**src/rtl/uart_tx_feeder.sv**
```systemverilog
`default_nettype none
// ============================================================================
// Module  : uart_tx_feeder
// Purpose : FIFO-buffered byte sequencer feeding a UART transmitter.
// Rev     : 1.0
// ============================================================================
module uart_tx_feeder #(
    parameter int DBITS  = 8,
    parameter int ADDR_W = 4
) (
    input  logic              clk,
    input  logic              reset,
    input  logic              wr_en,
    input  logic [DBITS-1:0]  wr_data,
    input  logic              ovf_clr,
    input  logic              tx_done_tick,
    output logic              tx_start,
    output logic [DBITS-1:0]  tx_din,
    output logic              full,
    output logic              empty,
    output logic [ADDR_W:0]   count,
    output logic              busy,
    output logic              overflow
);

    localparam int             DEPTH  = 2 ** ADDR_W;
    localparam logic [ADDR_W:0] C_FULL = {1'b1, {ADDR_W{1'b0}}};

    typedef enum logic [0:0] {
        IDLE = 1'b0,
        WAIT = 1'b1
    } state_t;

    state_t              state_q,    state_d;
    logic [ADDR_W-1:0]   wr_ptr_q,   wr_ptr_d;
    logic [ADDR_W-1:0]   rd_ptr_q,   rd_ptr_d;
    logic [ADDR_W:0]     count_q,    count_d;
    logic                tx_start_q, tx_start_d;
    logic [DBITS-1:0]    tx_din_q,   tx_din_d;
    logic                overflow_q, overflow_d;

    logic [DBITS-1:0]    mem_q [DEPTH];

    logic                full_c;
    logic                empty_c;
    logic                wr_accept;
    logic                wr_drop;
    logic                pop;

    // Full is judged on the current occupancy, so a pop in the same cycle
    // never makes room for a write to a full FIFO.
    assign full_c    = (count_q == C_FULL);
    assign empty_c   = (count_q == '0);
    assign wr_accept = wr_en && !full_c;
    assign wr_drop   = wr_en &&  full_c;
    assign pop       = (state_q == IDLE) && !empty_c;

    always_comb begin
        state_d    = state_q;
        wr_ptr_d   = wr_ptr_q;
        rd_ptr_d   = rd_ptr_q;
        count_d    = count_q;
        tx_start_d = 1'b0;
        tx_din_d   = tx_din_q;
        overflow_d = overflow_q;

        case (state_q)
            IDLE: begin
                if (pop) begin
                    tx_din_d   = mem_q[rd_ptr_q];
                    rd_ptr_d   = rd_ptr_q + ADDR_W'(1);
                    tx_start_d = 1'b1;
                    state_d    = WAIT;
                end
            end
            WAIT: begin
                if (tx_done_tick) begin
                    state_d = IDLE;
                end
            end
            default: begin
                state_d = IDLE;
            end
        endcase

        if (wr_accept) begin
            wr_ptr_d = wr_ptr_q + ADDR_W'(1);
        end

        case ({wr_accept, pop})
            2'b10:   count_d = count_q + (ADDR_W+1)'(1);
            2'b01:   count_d = count_q - (ADDR_W+1)'(1);
            default: count_d = count_q;
        endcase

        // A dropped write in the same cycle as a clear leaves the flag set.
        if (wr_drop) begin
            overflow_d = 1'b1;
        end else if (ovf_clr) begin
            overflow_d = 1'b0;
        end
    end

    always_ff @(posedge clk or negedge reset) begin
        if (!reset) begin
            state_q    <= IDLE;
            wr_ptr_q   <= '0;
            rd_ptr_q   <= '0;
            count_q    <= '0;
            tx_start_q <= 1'b0;
            tx_din_q   <= '0;
            overflow_q <= 1'b0;
        end else begin
            state_q    <= state_d;
            wr_ptr_q   <= wr_ptr_d;
            rd_ptr_q   <= rd_ptr_d;
            count_q    <= count_d;
            tx_start_q <= tx_start_d;
            tx_din_q   <= tx_din_d;
            overflow_q <= overflow_d;
        end
    end

    // Storage carries no reset; validity is tracked by the pointers and count.
    always_ff @(posedge clk) begin
        if (wr_accept) begin
            mem_q[wr_ptr_q] <= wr_data;
        end
    end

    assign tx_start = tx_start_q;
    assign tx_din   = tx_din_q;
    assign full     = full_c;
    assign empty    = empty_c;
    assign count    = count_q;
    assign busy     = (state_q == WAIT);
    assign overflow = overflow_q;

endmodule
`default_nettype wire

```
**config.mk**
```make
export PLATFORM = sky130hd
export DESIGN_NAME = uart_tx_feeder
export DESIGN_NICKNAME = d
export VERILOG_FILES = /design/src/rtl/uart_tx_feeder.sv
export SDC_FILE = /design/constraint.sdc
export NUM_CORES = 1
export LEC_CHECK = 0
export CAP_MARGIN = 20
export CORE_ASPECT_RATIO = 1.2
export CORE_MARGIN = 3
export CORE_UTILIZATION = 50
export DETAILED_ROUTE_END_ITERATION = 16
export GPL_ROUTABILITY_DRIVEN = 0
export PLACE_DENSITY = 0.68
export SLEW_MARGIN = 30
export SYNTH_ARGS = -nofsm -noshare
export SYNTH_HDL_FRONTEND = slang
export SYNTH_SLANG_ARGS = --single-unit
export TNS_END_PERCENT = 50
```
**constraint.sdc**
```tcl
create_clock -name clk -period 7.9 [get_ports clk]
set_input_delay 0.79 -clock clk [delete_from_list [all_inputs] [get_ports clk]]
set_output_delay 0.79 -clock clk [all_outputs]
set_load 0.005 [all_outputs]
```
# ---- After elaboration in Yosys (flattened, before gate mapping)
# Memories as Yosys holds them, arrays and structs flattened. A register that Yosys moved wholly into a read port is not among the register bits.
# Index checks and enable logic that the tools add are counted.
dict set report totals {
  regBits 16
  out_inout_bits 18
  ramBits 128
  memories 1
}
dict set report op_classes {
  reduce_logical 10
  n_mux 9
  n_eq_ne 3
  add_sub_neg 4
  bitwise_logic 1
}
# memory words width read_ports rd_ports_with_merged_regs wr line
set memory_table {}
lappend memory_table {mem_q 16 8 1 1 1 42} ;# logic [DBITS-1:0] mem_q [DEPTH];
# op n
set op_table {}
lappend op_table {{5-bit one-hot mux with 2 select lines} 1}
lappend op_table {{4-bit by 1-bit adder with 4-bit output (second input constant)} 2}
lappend op_table {{1-bit two-way mux} 7}
lappend op_table {{5-bit by 1-bit adder with 5-bit output (second input constant)} 1}
lappend op_table {{5-bit equality test (second input constant)} 1}
lappend op_table {{5-bit zero test} 1}
lappend op_table {{5-bit by 1-bit subtractor with 5-bit output (second input constant)} 1}
lappend op_table {{2-bit nonzero test} 2}
lappend op_table {{1-bit logical AND} 3}
lappend op_table {{1-bit zero test} 3}
lappend op_table {{2-bit by 1-bit equality test with 1-bit output (second input constant)} 1}
lappend op_table {{2-bit equality test (second input constant)} 1}
lappend op_table {{1-bit one-hot mux with 2 select lines} 1}
lappend op_table {{2-bit AND reduction} 1}
lappend op_table {{1-bit inverter} 1}

# ---- Depth between registers and ports, before layout
# Gate-level depths: netlist of run 1.
dict set report depth {
  ltp_word 5
  mapped_depth 13
  depth_no_buf 12
}

# ---- Least setup slack after synthesis of run 1
# Ideal clock, no wire load.
dict set report synth_timing {
  kind {register -> register}
  startpoint {register count_q[1], in the netlist count[1]}
  endpoint {register count_q[4], in the netlist count[4]}
  setup_slack_ns 5.237
  arrival_ns 2.539
  period_less_slack_ns 2.663
  setup_ns 0.124
  path_buffers 1
  path_stages_with_launch 14
  path_cell_list {dfrtp_1 -> nor4_2 -> nand2_1 -> and2_1 -> buf_2 -> inv_2 -> ha_1 -> inv_1 -> fa_1 -> nor2b_1 -> o21ai_1 -> nand3_1 -> or3b_1 -> xnor2_1}
}
dict set report synth_via {
  elab_chain_len 5
  word_cells_on_any_way 12
}
# element line
set synth_lines {}
lappend synth_lines {{from (decl)} 37} ;# logic [ADDR_W:0] count_q, count_d;
lappend synth_lines {{from (signal assigned)} 117} ;# count_q <= count_d;
lappend synth_lines {{5-bit equality test or 5-bit zero test (tied branches)} {52, 53}}
lappend synth_lines {{1-bit zero test (on tied branches)} {54, 56}}
lappend synth_lines {{1-bit logical AND (on tied branches)} {54, 56}}
lappend synth_lines {{2-bit by 1-bit equality test with 1-bit output or 2-bit equality test (tied branches)} 90} ;# case ({wr_accept, pop})
lappend synth_lines {{5-bit one-hot mux with 2 select lines or 2-bit nonzero test (tied branches)} --}
# Several ways; a longest one is shown, not always the timed one.
# A chain may end at the register's enable or synchronous reset.

# ---- Worst setup path in the final report of run 1
dict set report layout_timing {
  startpoint {register count_q[0], in the netlist count[0]}
  endpoint {register count_q[4], in the netlist count[4]}
}
# Same word-level chain as after synthesis.

==> results of run 1 <==
## cell type report
type / instances / area [um2]
clock buffer: 20 / 436.7
clock inverter: 12 / 176.4
fill: 884 / 4586
inverter: 11 / 43.79
multi-input combinational: 138 / 1505
sequential: 152 / 4444
tap: 157 / 196.4
timing repair buffer: 36 / 340.3
## per-stage QoR
stage               utilization (%)  total power, W  cells
floorplan                         -        0.001605    317
global placement              55.65        0.001822    494
detailed placement            55.65        0.001841    494
CTS                           60.88        0.002666    526
global route                  60.90        0.002766    526
finish                        60.90        0.002638    526
## power breakdown
group          internal (W)  total, W  leakage, nW  switching [W]
Combinational      0.000365  0.000734        0.735       0.000369
Sequential          0.00100   0.00107         1.45      0.0000746
Clock              0.000528  0.000830        0.294       0.000302
Total               0.00189   0.00264         2.47       0.000745
## per-layer routing
metal	track usage, %	up-vias	routed length, um	share of wire [%]
li1	-	1327	-	-
met1	22.82	1558	4518	41
met2	29.84	90	5845	53
met3	3.919	10	524	4.8
met4	6.546	0	133	1.2
met5	0	-	0	0
## cell families after synthesis
logic type,Yosys count,share of synthesized area [%]
compound gates,18,2.240
xor+xnor,10,1.439
simple gates,52,4.090
fa+ha+maj,10,2.179
mux,48,14.66
buf+inv,27,2.384
flops,152,73.01
## registers in the layout (all words and copies together), names as in the netlist
name and cells:
busy 1, rd_ptr_q 4, mem_q 128, tx_din 8, count 5, tx_start 1
overflow 1, wr_ptr_q 4
## synthesized netlist by cell type
cell / number / area share (%)
a2111oi_2: 1 / 0.25
a22o_1: 1 / 0.14
mux2i_1: 16 / 2.6
buf_4: 3 / 0.37
inv_4: 1 / 0.10
nor2_1: 13 / 0.80
or3_1: 1 / 0.10
and2b_1: 1 / 0.12
or3b_1: 1 / 0.14
nand4_1: 2 / 0.21
nor3_1: 4 / 0.33
a311oi_1: 1 / 0.14
or2_4: 1 / 0.14
inv_2: 2 / 0.12
o221ai_1: 7 / 1.0
and2_1: 1 / 0.10
nand2b_1: 2 / 0.21
clkbuf_1: 3 / 0.18
nor2b_1: 2 / 0.21
edfxtp_1: 128 / 63
inv_1: 8 / 0.49
buf_2: 6 / 0.49
nor4_2: 1 / 0.21
nand2_2: 2 / 0.21
o21ai_0: 3 / 0.25
fa_1: 1 / 0.33
a21oi_1: 2 / 0.16
nand2_1: 20 / 1.2
mux4_2: 29 / 11
dfrtp_1: 24 / 9.9
xor2_1: 2 / 0.29
buf_6: 3 / 0.55
mux4_1: 3 / 1.3
a21o_1: 1 / 0.12
buf_1: 1 / 0.062
ha_1: 9 / 1.8
xnor2_1: 8 / 1.2
nand3_1: 1 / 0.082
o21ai_1: 2 / 0.16
## worst max-delay path, cell delays in order (launching register included)
cell	delay [ns]
dfrtp_1	0.44
nor4_2	0.32
and2b_1	0.23
or2_4	0.26
inv_4	0.08
ha_1	0.24
ha_1	0.33
nor2b_1	0.14
o21ai_1	0.16
a21oi_1	0.09
or3b_1	0.36
xnor2_1	0.13
## worst min path at each step
stage	from	end	slack, ns	depth (start not counted)
detailed placement	tx_din[6]$_DFFE_PN0P_	tx_din[6]$_DFFE_PN0P_	0.48	2
global placement	tx_din[7]$_DFFE_PN0P_	tx_din[7]$_DFFE_PN0P_	0.48	2
finish	reset	count[2]$_DFFE_PN0P_	0.38	1
global route	reset	count[1]$_DFFE_PN0P_	0.41	1
CTS	reset	count[1]$_DFFE_PN0P_	0.38	1
floorplan	tx_din[1]$_DFFE_PN0P_	tx_din[1]$_DFFE_PN0P_	0.48	2
==> summary.md, run 1 <==
| Metric | Value |
|---|---|
| Status | finished, final reports clean |
| I/O Buffers | 30 |
| Total leakage power | 2.475 nW |
| Routed wire length | 11020 um |
| First-pass detailed-route iteration total | 4 |
| Gr ovfl total | 0 |
| Design Area, Final | 7143 um2 |
| CP Data Arrival Time | 3.20 ns |
| Resized cells post-CTS | 0 |
| Setup slack after layout | 4.992 ns |
| Mapped Cells | 317 |
| Pwr per Cell Area | 369.4 nW/um2 |
| Relative slew margins | 38.44% |
| CTS tree | done |
| Period utilization | 36.81% |
| Worst Setup SP | count[0]$_DFFE_PN0P_ |
| Chip width | 106.7 um |
| Clk_skew | 0.005804 ns |
| Pre-CTS WS | 4.666 ns |
| Worst setup SP type | flop |
| Placement Cell Area | 6528 um2 |
| Reg2reg end | count[4]$_DFFE_PN0P_ |
| HP Class | in -> async |
| Cts hold-fix bufs | 0 |
| Worst-Skew Late Latency | 0.41 ns |
| CTS Root Cell | clkbuf_16 |
| R2R Path Start | count[0]$_DFFE_PN0P_ |
| Iteration-0 DRC Markers | 225 |
| Most common cell after layout, fill and taps aside | edfxtp_1 |
| Drt via density | 5.675 |
| First-pass GRT wire length | 17350 um |
| Share of layout cells above drive strength 1 | 20.33% |
| Syn_nets | 340 |
| Largest net degree at the start of global routing | 35 |
| Htree depth | 4 |
| TNS Setup | 0 ns |
| Dpl hpwl | 7002 um |
| Avg Synthesized Cell Area | 19.20 um2 |
| All-Layer GR Usage | 17.75% |
| Initial antenna violation count | 0 |
| Number of setup buffers added after CTS | 0 |
| Final hold slack | 0.3790 ns |
| CP endpoint | count[4]$_DFFE_PN0P_ |
| Flop-to-flop setup slack | 4.99 ns |
| Seq/Total Area, Yosys | 73.01% |
| Post-layout net count | 379 |
| Number of diodes | 0 |
| Fin crit period | 2.908 ns |
| Post-route DRC | 0 |
| Fin. max-slew vios | 0 |
| IO Pins | 31 |
| Clk sinks | 152 |
| Peak supply drop | 0.0002513 V |
| Least-Margin Pin Slew | 0.9201 ns |
| Flops & latches, synth | 152 |
| Yosys warns | 0 |
| Unique masters post-synth | 39 |
| Core Footprint | 11730 um2 |
| # rows | 43 |
| Die area | 13540 um2 |
| Critical path type | reg -> reg |
| Vias in the first global route | 3066 |
| Vias | 2985 |
| Final Hold Viols | 0 |
| CTS Buf Count | 17 |
| # Max-Cap Violations | 0 |
| Worst reg-to-reg path cell count | 11 |
| Die height | 126.9 um |
| Antenna viol nets, final | 0 |
| Required time of the critical path | 8.19 ns |
| Routed WL per cell | 20.96 um |
| RSZ-0062 raised after global routing | false |
| Final Setup Violations | 0 |
| Worst-path fanout max | 12 |
| Initial cell density of the core | 51.90% |
| Achievable Freq | 343.9 MHz |
| Setup crit end kind | flop |
| Commonest non-fill, non-tap cells in the layout | edfxtp_1 (128), mux4_2 (29), clkdlybuf4s50_1 (29), dfrtp_1 (24), nand2_1 (20) |
| Area grow syn2layout | 17.35% |
| Max clock buf depth | 2 |
| Synthesized area | 6087 um2 |
| Clk slew on worst S/H paths | 0.06 ns |
Note: power is estimated with default switching activity, not from simulation.
==> inputs of run 2 (changes only) <==
Clock period 7.9 ns to 2.8 ns, I/O delays scaled along.
==> summary.md, run 2 (same netlist as run 1, synthesis figures left out) <==
| Metric | Value |
|---|---|
| Initial cell density of the core | 51.90% (unchanged) |
| Post-layout net count | 400 (was 379) |
| Cts hold-fix bufs | 0 (unchanged) |
| # Max-Cap Violations | 0 (unchanged) |
| Number of diodes | 0 (unchanged) |
| Worst setup SP type | flop (unchanged) |
| Clk slew on worst S/H paths | 0.06 ns (about the same) |
| Status | finished, final reports clean (unchanged) |
| Initial antenna violation count | 0 (unchanged) |
| Clk_skew | 0.008973 ns (was 0.005804 ns) |
| Iteration-0 DRC Markers | 152 (was 225) |
| Largest net degree at the start of global routing | 35 (unchanged) |
| Routed WL per cell | 20.49 um (was 20.96 um) |
| Largest register FFs | 128 (unchanged) |
| CP Data Arrival Time | 2.96 ns (was 3.20 ns) |
| Achievable Freq | 374.5 MHz (was 343.9 MHz) |
| Area of the multi-input gates | 1511 um2 (was 1505 um2) |
| Htree depth | 4 (unchanged) |
| Relative slew margins | 54.86% (was 38.44%) |
| Total leakage power | 2.595 nW (was 2.475 nW) |
| Critical path type | reg -> reg (unchanged) |
| Switching pwr | 0.002125 W (was 0.0007450 W) |
| Most common cell after layout, fill and taps aside | edfxtp_1 (unchanged) |
| TNS Setup | 0 ns (unchanged) |
| Required time of the critical path | 3.09 ns (was 8.19 ns) |
| Area grow syn2layout | 20.53% (was 17.35%) |
| Share of layout cells above drive strength 1 | 24.36% (was 20.33%) |
| Fin. max-slew vios | 0 (unchanged) |
| Placed cells | 514 (was 494) |
| CTS Root Cell | clkbuf_16 (unchanged) |
| Vias in the first global route | 3222 (was 3066) |
| Die height | 126.9 um (unchanged) |
| CTS Buf Count | 17 (unchanged) |
| First-pass GRT wire length | 17860 um (was 17350 um) |
| Largest Register | mem_q (unchanged) |
| Fillers | 883 (was 884) |
| IO Pins | 31 (unchanged) |
| Fin cells | 547 (was 526) |
| Antenna viol nets, final | 0 (unchanged) |
| Cell internal pwr | 0.005534 W (was 0.001893 W) |
| Commonest non-fill, non-tap cells in the layout | edfxtp_1 (128), clkdlybuf4s50_1 (30), mux4_2 (29), buf_4 (27), dfrtp_1 (23) (was edfxtp_1 (128), mux4_2 (29), clkdlybuf4s50_1 (29), dfrtp_1 (24), nand2_1 (20)) |
| # rows | 43 (unchanged) |
| Fin crit period | 2.670 ns (was 2.908 ns) |
| Sequential cell area | 4446 um2 (was 4444 um2) |
| I/O Buffers | 30 (unchanged) |
| Setup crit end kind | flop (unchanged) |
| Post-route DRC | 0 (unchanged) |
| Sequential power share | 40.0% (was 40.7%) |
| Core Footprint | 11730 um2 (unchanged) |
| Die area | 13540 um2 (unchanged) |
| Placement Cell Area | 6678 um2 (was 6528 um2) |
| CTS tree | done (unchanged) |
| Peak supply drop | 0.0005957 V (was 0.0002513 V) |
| Dpl hpwl | 7396 um (was 7002 um) |
| Design Area, Final | 7337 um2 (was 7143 um2) |
| Least-Margin Pin Slew | 0.6771 ns (was 0.9201 ns) |
| Clk sinks | 152 (unchanged) |
| First-pass detailed-route iteration total | 4 (unchanged) |
| HP Class | in -> async (unchanged) |
| All-Layer GR Usage | 18.32% (was 17.75%) |
| Final hold slack | 0.2262 ns (was 0.3790 ns) |
| Comb pwr share | 28.5% (was 27.8%) |
| Gr ovfl total | 0 (unchanged) |
| Worst-path fanout max | 7 (was 12) |
| Final Setup Violations | 0 (unchanged) |
| Final total power | 0.007659 W (was 0.002638 W) |
| Pwr per Cell Area | 1044 nW/um2 (was 369.4 nW/um2) |
| Worst-Skew Late Latency | 0.41 ns (about the same) |
| Drt via density | 5.453 (was 5.675) |
| Final Hold Viols | 0 (unchanged) |
| Vias | 2983 (was 2985) |
| Period utilization | 95.36% (was 36.81%) |
| Max clock buf depth | 2 (unchanged) |
| Sw frac | 27.75% (was 28.24%) |
| Chip width | 106.7 um (unchanged) |
| Routed wire length | 11210 um (was 11020 um) |
| Clock share of power | 31.4% (was 31.5%) |
run 2: final timing paths:
check | from | end | slack (ns) | depth (start not counted)
min reg2reg | tx_din[2]$_DFFE_PN0P_ | tx_din[2]$_DFFE_PN0P_ | 0.50 | 2
min | reset | count[0]$_DFFE_PN0P_ | 0.23 | 2
min in group clk | tx_done_tick | busy$_DFF_PN0_ | 0.44 | 2
max in group asynchronous | reset | count[1]$_DFFE_PN0P_ | 2.31 | 2
max reg2reg | count[1]$_DFFE_PN0P_ | count[4]$_DFFE_PN0P_ | 0.13 | 11
max | count[1]$_DFFE_PN0P_ | count[4]$_DFFE_PN0P_ | 0.13 | 11
run 2: power groups by stage:
stage / combinational, W / clock, W / sequential, W
final: 0.00218 / 0.00241 / 0.00307
after global routing: 0.00239 / 0.00255 / 0.00311
after CTS: 0.00221 / 0.00244 / 0.00306
after detailed placement: 0.00220 / 0 / 0.00310
after global placement: 0.00215 / 0 / 0.00309
after floorplan: 0.00152 / 0 / 0.00301
run 2: metrics by stage:
step | setup WS (ns) | utilization (%)
final | 0.1299 | 62.56
after detailed placement | 0.07149 | 56.93
after CTS | 0.04789 | 62.36
after floorplan | 0.1370 | -
after global placement | 0.1074 | 56.93
after global routing | -0.02042 | 62.56
run 2: worst max-delay path: stages (launching register included):
cell	delay, ns
dfrtp_2	0.43
nor4_4	0.31
and2b_1	0.22
or2_4	0.15
inv_4	0.05
ha_2	0.19
ha_1	0.31
nor2b_1	0.14
o21ai_1	0.15
a21oi_1	0.08
or3b_1	0.36
xnor2_1	0.13
run 2: layout make-up:
cell class	count	area share (%)
Clock inverter	7	1.927
Tap cell	157	2.677
Timing Repair Buffer	57	6.855
Multi-Input combinational cell	138	20.60
Sequential cell	152	60.59
Inverter	11	0.5969
Clock buffer	25	6.753
run 2: what timing repair did:
action                                 in CTS  in global routing
setup endpoints to repair                   0                  1
buffers inserted                            0                  1
endpoints found under the hold margin       0                  0
resized for setup                           0                  4
run 2: per-layer routing:
metal  wire length (um)  vias to the layer above  track usage [%]
met5                  0                        -                0
met4                221                        0            6.622
met3                666                       18            5.649
met2               5855                       90            30.80
met1               4466                     1506            22.48
li1                   -                     1369                -
==> inputs of run 3 (changes only) <==
Settings changed: CELL_PAD_IN_SITES_DETAIL_PLACEMENT set to 0, CELL_PAD_IN_SITES_GLOBAL_PLACEMENT set to 2, CORE_UTILIZATION 50 to 46, PLACE_DENSITY 0.68 to 0.79.
==> summary.md, run 3 (same netlist as run 1, synthesis figures left out) <==
| Metric | Value |
|---|---|
| Dpl hpwl | 7646 um (was 7396 um) |
| Final Hold Viols | 0 (unchanged) |
| Largest register FFs | 128 (unchanged) |
| Relative slew margins | 64.69% (was 54.86%) |
| First-pass GRT wire length | 18440 um (was 17860 um) |
| Fin. max-slew vios | 0 (unchanged) |
| Clock share of power | 30.9% (was 31.4%) |
| Required time of the critical path | 3.10 ns (was 3.09 ns) |
| Htree depth | 4 (unchanged) |
| Pwr per Cell Area | 1032 nW/um2 (was 1044 nW/um2) |
| CP Data Arrival Time | 2.93 ns (was 2.96 ns) |
| Worst-path fanout max | 4 (was 7) |
| Die area | 14660 um2 (was 13540 um2) |
| IO Pins | 31 (unchanged) |
| Flop-to-flop setup slack | 0.17 ns (was 0.13 ns) |
| CTS tree | done (unchanged) |
| Cell internal pwr | 0.005439 W (was 0.005534 W) |
| Share of layout cells above drive strength 1 | 24.43% (was 24.36%) |
| Iteration-0 DRC Markers | 187 (was 152) |
| Clk_skew | 0.007094 ns (was 0.008973 ns) |
| Switching pwr | 0.002148 W (was 0.002125 W) |
| R2R Path Start | count[1]$_DFFE_PN0P_ (unchanged) |
| Number of diodes | 0 (unchanged) |
| Area grow syn2layout | 20.76% (was 20.53%) |
| Clk sinks | 152 (unchanged) |
| Routed WL per cell | 20.94 um (was 20.49 um) |
| Most common cell after layout, fill and taps aside | edfxtp_1 (unchanged) |
| Chip width | 111.0 um (was 106.7 um) |
| Sw frac | 28.31% (was 27.75%) |
| I/O Buffers | 30 (unchanged) |
| Worst reg-to-reg path cell count | 12 (was 11) |
| # rows | 45 (was 43) |
| Period utilization | 93.98% (was 95.36%) |
| Resized cells post-CTS | 0 (unchanged) |
| CTS Buf Count | 17 (unchanged) |
| Cts hold-fix bufs | 0 (unchanged) |
| Final hold slack | 0.2365 ns (was 0.2262 ns) |
| Initial cell density of the core | 47.63% (was 51.90%) |
| Fin crit period | 2.631 ns (was 2.670 ns) |
| HP Class | in -> async (unchanged) |
| Largest net degree at the start of global routing | 28 (was 35) |
| Total leakage power | 2.598 nW (was 2.595 nW) |
| Sequential power share | 40.1% (was 40.0%) |
| Commonest non-fill, non-tap cells in the layout | edfxtp_1 (128), clkdlybuf4s50_1 (30), mux4_2 (29), buf_4 (29), dfrtp_1 (24) (was edfxtp_1 (128), clkdlybuf4s50_1 (30), mux4_2 (29), buf_4 (27), dfrtp_1 (23)) |
| Critical path type | reg -> reg (unchanged) |
| Gr ovfl total | 0 (unchanged) |
| Post-layout net count | 403 (was 400) |
| Setup crit end kind | flop (unchanged) |
| Worst setup SP type | flop (unchanged) |
| Core Footprint | 12780 um2 (was 11730 um2) |
| Max clock buf depth | 2 (unchanged) |
| TNS Setup | 0 ns (unchanged) |
| RSZ-0062 raised after global routing | false |
| Die height | 132.0 um (was 126.9 um) |
| Vias in the first global route | 3243 (was 3222) |
| First-pass detailed-route iteration total | 5 (was 4) |
| # Max-Cap Violations | 0 (unchanged) |
| Vias | 3043 (was 2983) |
| Drt via density | 5.463 (was 5.453) |
| CTS Root Cell | clkbuf_16 (unchanged) |
| Final Setup Violations | 0 (unchanged) |
| Worst-Skew Late Latency | 0.42 ns (was 0.41 ns) |
| Routed wire length | 11660 um (was 11210 um) |
| Post-route DRC | 0 (unchanged) |
| Achievable Freq | 380.0 MHz (was 374.5 MHz) |
| Largest Register | mem_q (unchanged) |
| Least-Margin Pin Slew | 0.5280 ns (was 0.6771 ns) |
| Clk slew on worst S/H paths | 0.06 ns (about the same) |
| Comb pwr share | 29.0% (was 28.5%) |
| Peak supply drop | 0.0007910 V (was 0.0005957 V) |
| CP endpoint | count[4]$_DFFE_PN0P_ (unchanged) |
| Status | finished, final reports clean (unchanged) |
| Initial antenna violation count | 0 (unchanged) |
| Worst Setup SP | count[1]$_DFFE_PN0P_ (unchanged) |
| Reg2reg end | count[4]$_DFFE_PN0P_ (unchanged) |
| All-Layer GR Usage | 17.20% (was 18.32%) |
| Antenna viol nets, final | 0 (unchanged) |
| Number of setup buffers added after CTS | 0 (unchanged) |
[run 3: cell count changes in the layout (fill, tap and decap cells not counted)]
cell	previous run	this run
clkinvlp_4	1	3
dfrtp_2	1	0
clkinv_2	1	2
dfrtp_1	23	24
fa_1	0	1
clkbuf_8	4	0
buf_4	27	29
fa_2	1	0
clkbuf_1	4	2
buf_12	0	1
clkinv_1	0	2
inv_6	0	1
[run 3: how the worst min path moves through the flow]
| stage | cells after the start | endpoint | slack, ns |
|---|---|---|---|
| after global routing | 2 | overflow$_DFFE_PN0P_ | 0.27 |
| after floorplan | 0 | busy$_DFF_PN0_ | -0.02 |
| after CTS | 2 | overflow$_DFFE_PN0P_ | 0.24 |
| final | 2 | overflow$_DFFE_PN0P_ | 0.24 |
| after global placement | 2 | tx_din[6]$_DFFE_PN0P_ | 0.48 |
| after detailed placement | 2 | tx_din[6]$_DFFE_PN0P_ | 0.48 |
[run 3: cell type report]
class | count | area (um2)
fill | 939 | 5430
sequential | 152 | 4444
multi-input combinational | 138 | 1509
timing repair buffer | 60 | 538.0
clock buffer | 19 | 432.9
tap | 164 | 205.2
clock inverter | 13 | 177.7
inverter | 11 | 43.79
[run 3: per-layer routing]
metal / vias up / routed length (um) / track usage [%]
li1: 1374 / - / -
met1: 1571 / 4724 / 21.93
met3: 18 / 570 / 3.673
met5: - / 0 / 0
met4: 0 / 236 / 7.370
met2: 80 / 6132 / 28.74
[run 3: stage by stage]
stage          total power [W]  worst slack [ns]  util [%]  instance area (um2)  std cells
2_1_floorplan         0.004528            0.1370         -                 6087        317
3_3_place_gp          0.005271            0.1233     52.65                 6729        525
3_5_place_dp          0.005313            0.1074     52.65                 6729        525
4_1_cts               0.007669           0.08541     57.43                 7340        557
5_1_grt               0.007993          0.001908     57.51                 7351        557
6_report              0.007587            0.1685     57.51                 7351        557
[run 3: worst max-delay path: stages (launching register included)]
cell     delay [ns]
dfrtp_1        0.40
nor4_4         0.30
nand2_1        0.10
and2_1         0.19
inv_2          0.05
ha_2           0.20
inv_1          0.08
fa_1           0.40
nor2b_1        0.12
o21ai_1        0.08
nand3_1        0.08
or3b_1         0.37
xnor2_1        0.13
[run 3: power groups by stage]
stage	Combinational [W]	Sequential (W)	Clock, W
2_1_floorplan	0.00152	0.00301	0
3_3_place_gp	0.00220	0.00307	0
3_5_place_dp	0.00223	0.00308	0
4_1_cts	0.00223	0.00304	0.00239
5_1_grt	0.00241	0.00309	0.00249
6_report	0.00220	0.00304	0.00234
